`config.mk`:
```
export PLATFORM = sky130hd
export DESIGN_NAME = pipe_ctrl_flat
export DESIGN_NICKNAME = d
export VERILOG_FILES = /design/src/rtl/pipe_ctrl_if.sv /design/src/rtl/pipe_ctrl.sv /design/src/flat_wrapper.sv
export SDC_FILE = /design/constraint.sdc
export NUM_CORES = 1
export LEC_CHECK = 0
export CAP_MARGIN = 30
export CORE_ASPECT_RATIO = 2
export CORE_MARGIN = 2
export CORE_UTILIZATION = 34
export CTS_BUF_LIST = sky130_fd_sc_hd__clkbuf_16
export DETAILED_ROUTE_END_ITERATION = 16
export GPL_TIMING_DRIVEN = 0
export PLACE_DENSITY = 0.77
export SLEW_MARGIN = 20
export SYNTH_ARGS = -nofsm -noshare
export SYNTH_HDL_FRONTEND = slang
export SYNTH_SLANG_ARGS = --single-unit
```
`constraint.sdc`:
```
create_clock -name clock -period 2 [get_ports clock]
set_clock_uncertainty 0.1 [all_clocks]
set_input_delay 0.5 -clock clock [delete_from_list [all_inputs] [get_ports clock]]
set_output_delay 0.5 -clock clock [all_outputs]
set_load 0.005 [all_outputs]
```
`src/rtl/pipe_ctrl_if.sv`:
```
// Fetch/decode handshake bundle between the pipeline controller and its
// neighbours: hazard/branch requests in, fetch address and IF/ID controls out.
interface pipe_ctrl_if;
    logic        imem_ready;
    logic        load_use;
    logic        branch_req;
    logic [13:0] branch_target;
    logic        halt_req;
    logic [13:0] pc_out;
    logic [13:0] return_addr;
    logic        if_id_en;
    logic        if_id_flush;
    logic        take_branch;
    logic [1:0]  state_out;

    modport slave (
        input  imem_ready, load_use, branch_req, branch_target, halt_req,
        output pc_out, return_addr, if_id_en, if_id_flush, take_branch, state_out
    );

    modport master (
        output imem_ready, load_use, branch_req, branch_target, halt_req,
        input  pc_out, return_addr, if_id_en, if_id_flush, take_branch, state_out
    );
endinterface

```
`src/rtl/pipe_ctrl.sv`:
```
// Fetch-stage pipeline controller: PC sequencing, stall/flush/halt FSM.
// Optional saturating performance counters enabled by PIPE_CTRL_PERF_EN.
module pipe_ctrl #(
    parameter logic [13:0] RESET_VECTOR = 14'h0000
) (
    input  logic         clock,
    input  logic         nreset,
    pipe_ctrl_if.slave   bus,
    output logic [15:0]  stall_cnt,
    output logic [15:0]  flush_cnt
);

    typedef enum logic [1:0] {
        RUN   = 2'd0,
        STALL = 2'd1,
        FLUSH = 2'd2,
        HALT  = 2'd3
    } state_t;

    state_t      state_q, state_d;
    logic [13:0] pc_q, pc_d;
    logic        if_id_en_s;
    logic        if_id_flush_s;
    logic        take_branch_s;

    // State and PC registers; the synchronous reset is folded into the next-state logic.
    always_ff @(posedge clock) begin
        state_q <= state_d;
        pc_q    <= pc_d;
    end

    // Next-state, next-PC and IF/ID control decode.
    always_comb begin
        state_d       = state_q;
        pc_d          = pc_q;
        if_id_en_s    = 1'b0;
        if_id_flush_s = 1'b0;
        take_branch_s = 1'b0;
        if (!nreset) begin
            // The reset cycle pushes a bubble into IF/ID.
            if_id_flush_s = 1'b1;
            pc_d          = RESET_VECTOR;
            state_d       = RUN;
        end else begin
            case (state_q)
                RUN, STALL: begin
                    if (bus.branch_req) begin
                        take_branch_s = 1'b1;
                        if_id_flush_s = 1'b1;
                        pc_d          = bus.branch_target;
                        state_d       = FLUSH;
                    end else if (bus.halt_req) begin
                        state_d = HALT;
                    end else if (bus.load_use || !bus.imem_ready) begin
                        state_d = STALL;
                    end else begin
                        if_id_en_s = 1'b1;
                        pc_d       = pc_q + 14'd1;
                        state_d    = RUN;
                    end
                end
                FLUSH: begin
                    if_id_flush_s = 1'b1;
                    pc_d          = pc_q + 14'd1;
                    state_d       = RUN;
                end
                HALT: begin
                    state_d = HALT;
                end
                default: begin
                    state_d = RUN;
                end
            endcase
        end
    end

    assign bus.pc_out      = pc_q;
    assign bus.return_addr = pc_q + 14'd1;
    assign bus.state_out   = state_q;
    assign bus.if_id_en    = if_id_en_s;
    assign bus.if_id_flush = if_id_flush_s;
    assign bus.take_branch = take_branch_s;

`ifdef PIPE_CTRL_PERF_EN
    logic [15:0] stall_cnt_q, stall_cnt_d;
    logic [15:0] flush_cnt_q, flush_cnt_d;

    // Performance counter registers.
    always_ff @(posedge clock) begin
        stall_cnt_q <= stall_cnt_d;
        flush_cnt_q <= flush_cnt_d;
    end

    // Saturating increments; reset-cycle flushes are not counted.
    always_comb begin
        stall_cnt_d = stall_cnt_q;
        flush_cnt_d = flush_cnt_q;
        if (!nreset) begin
            stall_cnt_d = 16'h0000;
            flush_cnt_d = 16'h0000;
        end else begin
            if ((state_q == STALL) && (stall_cnt_q != 16'hFFFF)) begin
                stall_cnt_d = stall_cnt_q + 16'd1;
            end else begin
                stall_cnt_d = stall_cnt_q;
            end
            if (if_id_flush_s && (flush_cnt_q != 16'hFFFF)) begin
                flush_cnt_d = flush_cnt_q + 16'd1;
            end else begin
                flush_cnt_d = flush_cnt_q;
            end
        end
    end

    assign stall_cnt = stall_cnt_q;
    assign flush_cnt = flush_cnt_q;
`else
    assign stall_cnt = 16'h0000;
    assign flush_cnt = 16'h0000;
`endif

endmodule
```
`src/flat_wrapper.sv`:
```
// flat-port wrapper written by rule: the top's interface ports become plain ports
module pipe_ctrl_flat 
#(
    parameter logic [13:0] RESET_VECTOR = 14'h0000
)
  (clock, nreset, stall_cnt, flush_cnt, bus_imem_ready, bus_load_use, bus_branch_req, bus_branch_target, bus_halt_req, bus_pc_out, bus_return_addr, bus_if_id_en, bus_if_id_flush, bus_take_branch, bus_state_out);
  pipe_ctrl_if bus_i ();
  input  logic clock;
  input  logic nreset;
  output logic [15:0] stall_cnt;
  output logic [15:0] flush_cnt;
  input wire logic [$bits(bus_i.imem_ready)-1:0] bus_imem_ready;
  input wire logic [$bits(bus_i.load_use)-1:0] bus_load_use;
  input wire logic [$bits(bus_i.branch_req)-1:0] bus_branch_req;
  input wire logic [$bits(bus_i.branch_target)-1:0] bus_branch_target;
  input wire logic [$bits(bus_i.halt_req)-1:0] bus_halt_req;
  output wire logic [$bits(bus_i.pc_out)-1:0] bus_pc_out;
  output wire logic [$bits(bus_i.return_addr)-1:0] bus_return_addr;
  output wire logic [$bits(bus_i.if_id_en)-1:0] bus_if_id_en;
  output wire logic [$bits(bus_i.if_id_flush)-1:0] bus_if_id_flush;
  output wire logic [$bits(bus_i.take_branch)-1:0] bus_take_branch;
  output wire logic [$bits(bus_i.state_out)-1:0] bus_state_out;
  assign bus_i.imem_ready = bus_imem_ready;
  assign bus_i.load_use = bus_load_use;
  assign bus_i.branch_req = bus_branch_req;
  assign bus_i.branch_target = bus_branch_target;
  assign bus_i.halt_req = bus_halt_req;
  assign bus_pc_out = bus_i.pc_out;
  assign bus_return_addr = bus_i.return_addr;
  assign bus_if_id_en = bus_i.if_id_en;
  assign bus_if_id_flush = bus_i.if_id_flush;
  assign bus_take_branch = bus_i.take_branch;
  assign bus_state_out = bus_i.state_out;
  pipe_ctrl #(.RESET_VECTOR(RESET_VECTOR)) u_core (.clock(clock), .nreset(nreset), .bus(bus_i), .stall_cnt(stall_cnt), .flush_cnt(flush_cnt));
endmodule
```
# ---- Word-level counts from Yosys, hierarchy flattened
# Cells that the tools add are included.
dict set report totals {
  word_cells 32
  output_inout_bits 65
  ff_bits 16
  inputBits 20
}
dict set report op_classes {
  n_eq_ne 5
  add_sub_neg 1
  muxes 18
  reduce_logical 6
}
# op n
set op_table {}
lappend op_table {{$mux 14} 3}
lappend op_table {{$pmux 14 s2} 1}
lappend op_table {{$add 14x1->14 const B} 1}
lappend op_table {{$mux 1} 10}
lappend op_table {{$ne 3x3->1 const B} 2}
lappend op_table {{$pmux 2 s3} 1}
lappend op_table {{$eq 2x2->1 const B} 2}
lappend op_table {{$mux 2} 2}
lappend op_table {{$reduce_and 3->1} 1}
lappend op_table {{$eq 2x1->1 const B} 1}
lappend op_table {{$logic_not 2->1} 1}
lappend op_table {{$pmux 1 s2} 1}
lappend op_table {{$reduce_bool 2->1} 1}
lappend op_table {{$reduce_or 2->1} 1}
lappend op_table {{$logic_not 1->1} 1}
lappend op_table {{$logic_or 1x1->1} 1}

# ---- Logic depth before layout (Yosys ltp)
dict set report depth {
  depth_word 7
  mapped_depth 6
  ltp_nobuf 5
}

# ---- Least setup slack after synthesis
# No wires, ideal clock.
dict set report synth_timing {
  kind {register -> output}
  startpoint {reg u_core.pc_q[0] (netlist: u_core.bus.pc_out[0])}
  endpoint {out bus_return_addr[10]}
  n_path_buf 0
  t_required_ns 1.400
  arrival_ns 1.439
  slack_ns -0.039
  stages_incl_launch_ff 6
  path_cell_list {dfxtp_1 -> ha_1 -> and4_2 -> nand4_1 -> nor2_1 -> xor2_1}
}
dict set report synth_via {
  elab_chain_len 1
}
# item line
set synth_rtl {}
lappend synth_rtl {{start, declared} pipe_ctrl.sv:21} ;# logic [13:0] pc_q, pc_d;
lappend synth_rtl {{start signal, assigned} pipe_ctrl.sv:29} ;# pc_q <= pc_d;
lappend synth_rtl {{$add 14x1->14} pipe_ctrl.sv:78} ;# assign bus.return_addr = pc_q + 14'd1;
lappend synth_rtl {{end, declared} flat_wrapper.sv:18} ;# output wire logic [$bits(bus_i.return_addr)-1:0] bus_return_addr;
# No other way between the ends.

# ---- Worst setup path in the final report
dict set report layout_timing {
  startpoint {reg u_core.pc_q[0] (netlist: u_core.bus.pc_out[0])}
  endpoint {out bus_return_addr[12]}
}
# The elaborated chain is that of the path after synthesis.

==> results by group <==
Cells and area
  • Share of cells above drive strength 1: 47.15%
  • Synthesis-to-finish area growth: 98.42%
  • Number of fill cells: 289
  • Multi-input logic area: 1120 µm²
  • Design area: 2825 µm²
  • Nets: 338
  • N_diodes: 0
  • Final Core Density: 69.82%
  • Seq. cell area: 356.6 µm²

Worst setup path
  • Crit-path max FO: 2
  • CP top delay family: simple AND/OR/NAND/NOR gates
  • Crit path kind: flip-flop to output pin
  • Crit end category: output pin
  • Crit-path cells: ha_4, and4_4, nand4_1, buf_4, nor2_4, xnor2_2, buf_2
  • Slowest-stage cell, CP: dfxtp_4
  • Arrival @ worst endpoint: 1.65 ns
  • Buffers & Inverters on Critical Path: 2
  • CP peak stage delay: 0.36 ns
  • Crit path launch type: flip-flop
  • CP Data Required Time: 1.40 ns

Job
  • Max capacitance violation total: 0

Die
  • Die Span Y: 95.52 µm
  • Num rows: 33
  • Io pins: 85
  • Core Region: 4046 µm²
  • Starting Density: 35.19%
  • Width of the die: 49.76 µm
  • Die ar.: 4753 µm²

Timing
  • Unrepaired setup endpoints after global routing: yes
  • Final setup violation count: 8
  • Worst Tran Pin Value: 0.5050 ns
  • Slew Limit Fails: 0
  • Final critical-path share of the clock period: 112.3%
  • Final worst setup slack: -0.2460 ns
  • Final Hold Vio Count: 0
  • Tmin final: 2.246 ns
  • Max-slew headroom: 66.33%
  • Max Fclk: 445.2 MHz

Logic synthesis
  • Sequential area share after synthesis: 22.50%
  • Avg Inst Size Synth: 7.614 µm²
  • Synth Register Bits: 16
  • Syn Inst Count: 187
  • Post-synth cell types: 45
  • Ys async rst share: 0%
  • Synth Warn #: 0
  • Netlist Area Pre-Place: 1424 µm²
  • Number of synthesized flops with an enable pin: 0
  • Synth Flop Type: dfxtp_1

Clock tree
  • CTS root buf: clkbuf_16
  • Clock sinks: 16
  • Clock Latency Late Sink: 0.25 ns
  • Hold_buf cts: 0
  • Register clock-pin slew on the reported worst setup and hold paths: 0.05 ns
  • CTS Buf Count: 3
  • Clock Path Buffers: 2
  • CTS tree: done
  • Max H-tree Level: 1

Detailed routing
  • Drt first pass iters: 4
  • Number of vias per cell: 5.269
  • Initial DRC count: 85
  • Mean routed wirelength per cell: 16.78 µm
  • DR DRC count: 0
  • Drt total wl: 6.175 mm
  • Antenna Violating Nets Remaining: 0
  • Total number of vias: 1,939

Global routing
  • Total GRT Usage: 22.38%
  • First-pass GRT wire length: 8.169 mm
  • Antenna violations before repair: 0
  • Total congestion overflow: 0
  • Largest net degree at the start of global routing: 11
  • Number of global-route vias before repair: 1,723

Hold path
  • Hold Crit Class: flip-flop to flip-flop

Power and ir drop
  • Peak supply drop: 354.8 µV
  • Leakage: 1.380 nW
  • PD cells: 498.2 nW/µm²

Placed design
  • DPL Wire Length: 3.549 mm
  • Placer's final routability congestion estimate: 0.9136
  • PortBufs: 52
  • Post-DP Area: 2131 µm²

Run status
  • Violations in the final reports: setup timing
  • Run status: complete, but fails checks
-- Yosys cell counts (all sizes together), types with 3 or more instances --
library cell  number  share of area [%]
xor2               5                3.1
nand4             10                5.3
nor3               5                1.8
nand2b             5                2.2
o22ai              3                1.3
buf               37                 19
o2111ai            3                2.3
inv                4                1.1
nand2             14                3.7
o21ai              4                1.4
a21oi              9                3.2
dfxtp             16                 22
a31oi              3                1.3
and3               7                3.2
o311ai             3                2.4
clkbuf             8                2.1
nand3             13                4.6
nor2               9                2.4
xnor2              7                4.3
-- final cells by class --
| type | count | share of cell area, % |
|---|---|---|
| clock inverters | 1 | 0.1329 |
| multi-input cells | 153 | 39.64 |
| flip-flops and latches | 16 | 12.62 |
| repair buffers | 98 | 30.51 |
| well taps | 52 | 2.303 |
| plain buffers | 41 | 11.60 |
| inverters | 4 | 0.5314 |
| clock buffers | 3 | 2.657 |
-- worst min-delay path, delay by kind of cell, from the launching register on --
kind             cells  cell delay [ns]
flip-flops           1             0.37
AO/OA/AOI/OAI        1             0.06
AND/OR/NAND/NOR      1             0.06
-- cells in the final DEF (no fill, tap or decap), drive strengths merged, types with 3 or more instances in the layout --
| master | netlist | layout |
|---|---|---|
| buf | 37 | 93 |
| conb | 1 | 32 |
| clkdlybuf4s50 | 0 | 32 |
| dfxtp | 16 | 16 |
| nand2 | 14 | 14 |
| nand3 | 13 | 13 |
| nand4 | 10 | 10 |
| a21oi | 9 | 9 |
| nor2 | 9 | 9 |
| clkbuf | 8 | 9 |
| and3 | 7 | 7 |
| xnor2 | 7 | 7 |
| xor2 | 5 | 5 |
| nand2b | 5 | 5 |
| nor3 | 5 | 5 |
| o21ai | 4 | 4 |
| inv | 4 | 4 |
| a31oi | 3 | 3 |
| o22ai | 3 | 3 |
| dlymetal6s2s | 0 | 3 |
| o2111ai | 3 | 3 |
| clkdlybuf4s15 | 0 | 3 |
| o311ai | 3 | 3 |
-- cells by family (layout without fill, tap and decap cells) --
group | count (synthesis) | after routing | share of synthesized area (%)
xor gates and xnor gates | 12 | 12 | 7.381
other | 1 | 32 | 0.2634
adders and majority gates | 1 | 1 | 0.8786
DFF | 16 | 16 | 22.50
buffers and inverters | 49 | 147 | 21.88
muxes | 2 | 2 | 1.582
and+or+nand+nor | 71 | 71 | 27.68
AOI/OAI and AO/OA | 35 | 35 | 17.84
-- final timing paths --
| check | endpoint | startpoint | slack, ns | cells after the start |
|---|---|---|---|---|
| worst max-delay path | bus_return_addr[12] | u_core.bus.pc_out[0]$_SDFFE_PN0P_ | -0.25 | 7 |
| worst min-delay path | u_core.bus.pc_out[10]$_SDFFE_PN0P_ | u_core.bus.pc_out[10]$_SDFFE_PN0P_ | 0.43 | 2 |
| worst max register to register | u_core.bus.pc_out[9]$_SDFFE_PN0P_ | u_core.bus.pc_out[0]$_SDFFE_PN0P_ | 0.06 | 6 |
| worst min register to register | u_core.bus.pc_out[10]$_SDFFE_PN0P_ | u_core.bus.pc_out[10]$_SDFFE_PN0P_ | 0.43 | 2 |
-- stage by stage --
step / setup slack (ns) / setup TNS [ns] / total power, W / hold WS (ns) / std cells
global placement: -1.103 / -12.63 / 0.0008525 / 0.4140 / 322
finish: -0.2460 / -1.148 / 0.001408 / 0.4317 / 368
global route: -0.3042 / -1.587 / 0.001457 / 0.4556 / 368
detailed placement: -1.140 / -13.16 / 0.0008594 / 0.4310 / 322
CTS: -0.2194 / -2.674 / 0.001311 / 0.4383 / 351
floorplan: 0.06455 / 0 / 0.0006330 / 0.4044 / 218
-- report_power, final --
group	switching [W]	leakage, nW	internal, W
sequential	0.0000566	0.139	0.000356
clock	0.000138	0.0385	0.000266
combinational	0.000261	1.20	0.000330
total	0.000455	1.38	0.000952
-- sequential cells by signal, summed over array words and instances (netlist names), named ones only --
name	flops
u_core.bus.pc_out	14
u_core.bus.state_out	1
-- timing repair --
action / in CTS / in global routing
gates resized for setup: 121 / 27
setup buffers: 33 / 21
setup endpoints to repair: 32 / 27
pin swaps: 23 / 25
hold endpoints to repair: 0 / 0
-- metal layers --
| layer | routed length, µm | part of all wire (%) | up-vias | GRT usage [%] |
|---|---|---|---|---|
| met5 | 0 | 0 | - | 0 |
| met4 | 394 | 6.4 | 0 | 15.74 |
| met3 | 451 | 7.3 | 39 | 2.821 |
| met2 | 3319 | 54 | 136 | 41.56 |
| met1 | 2009 | 33 | 894 | 22.34 |
| li1 | - | - | 870 | - |
Note: power is estimated with default switching activity, not from simulation.
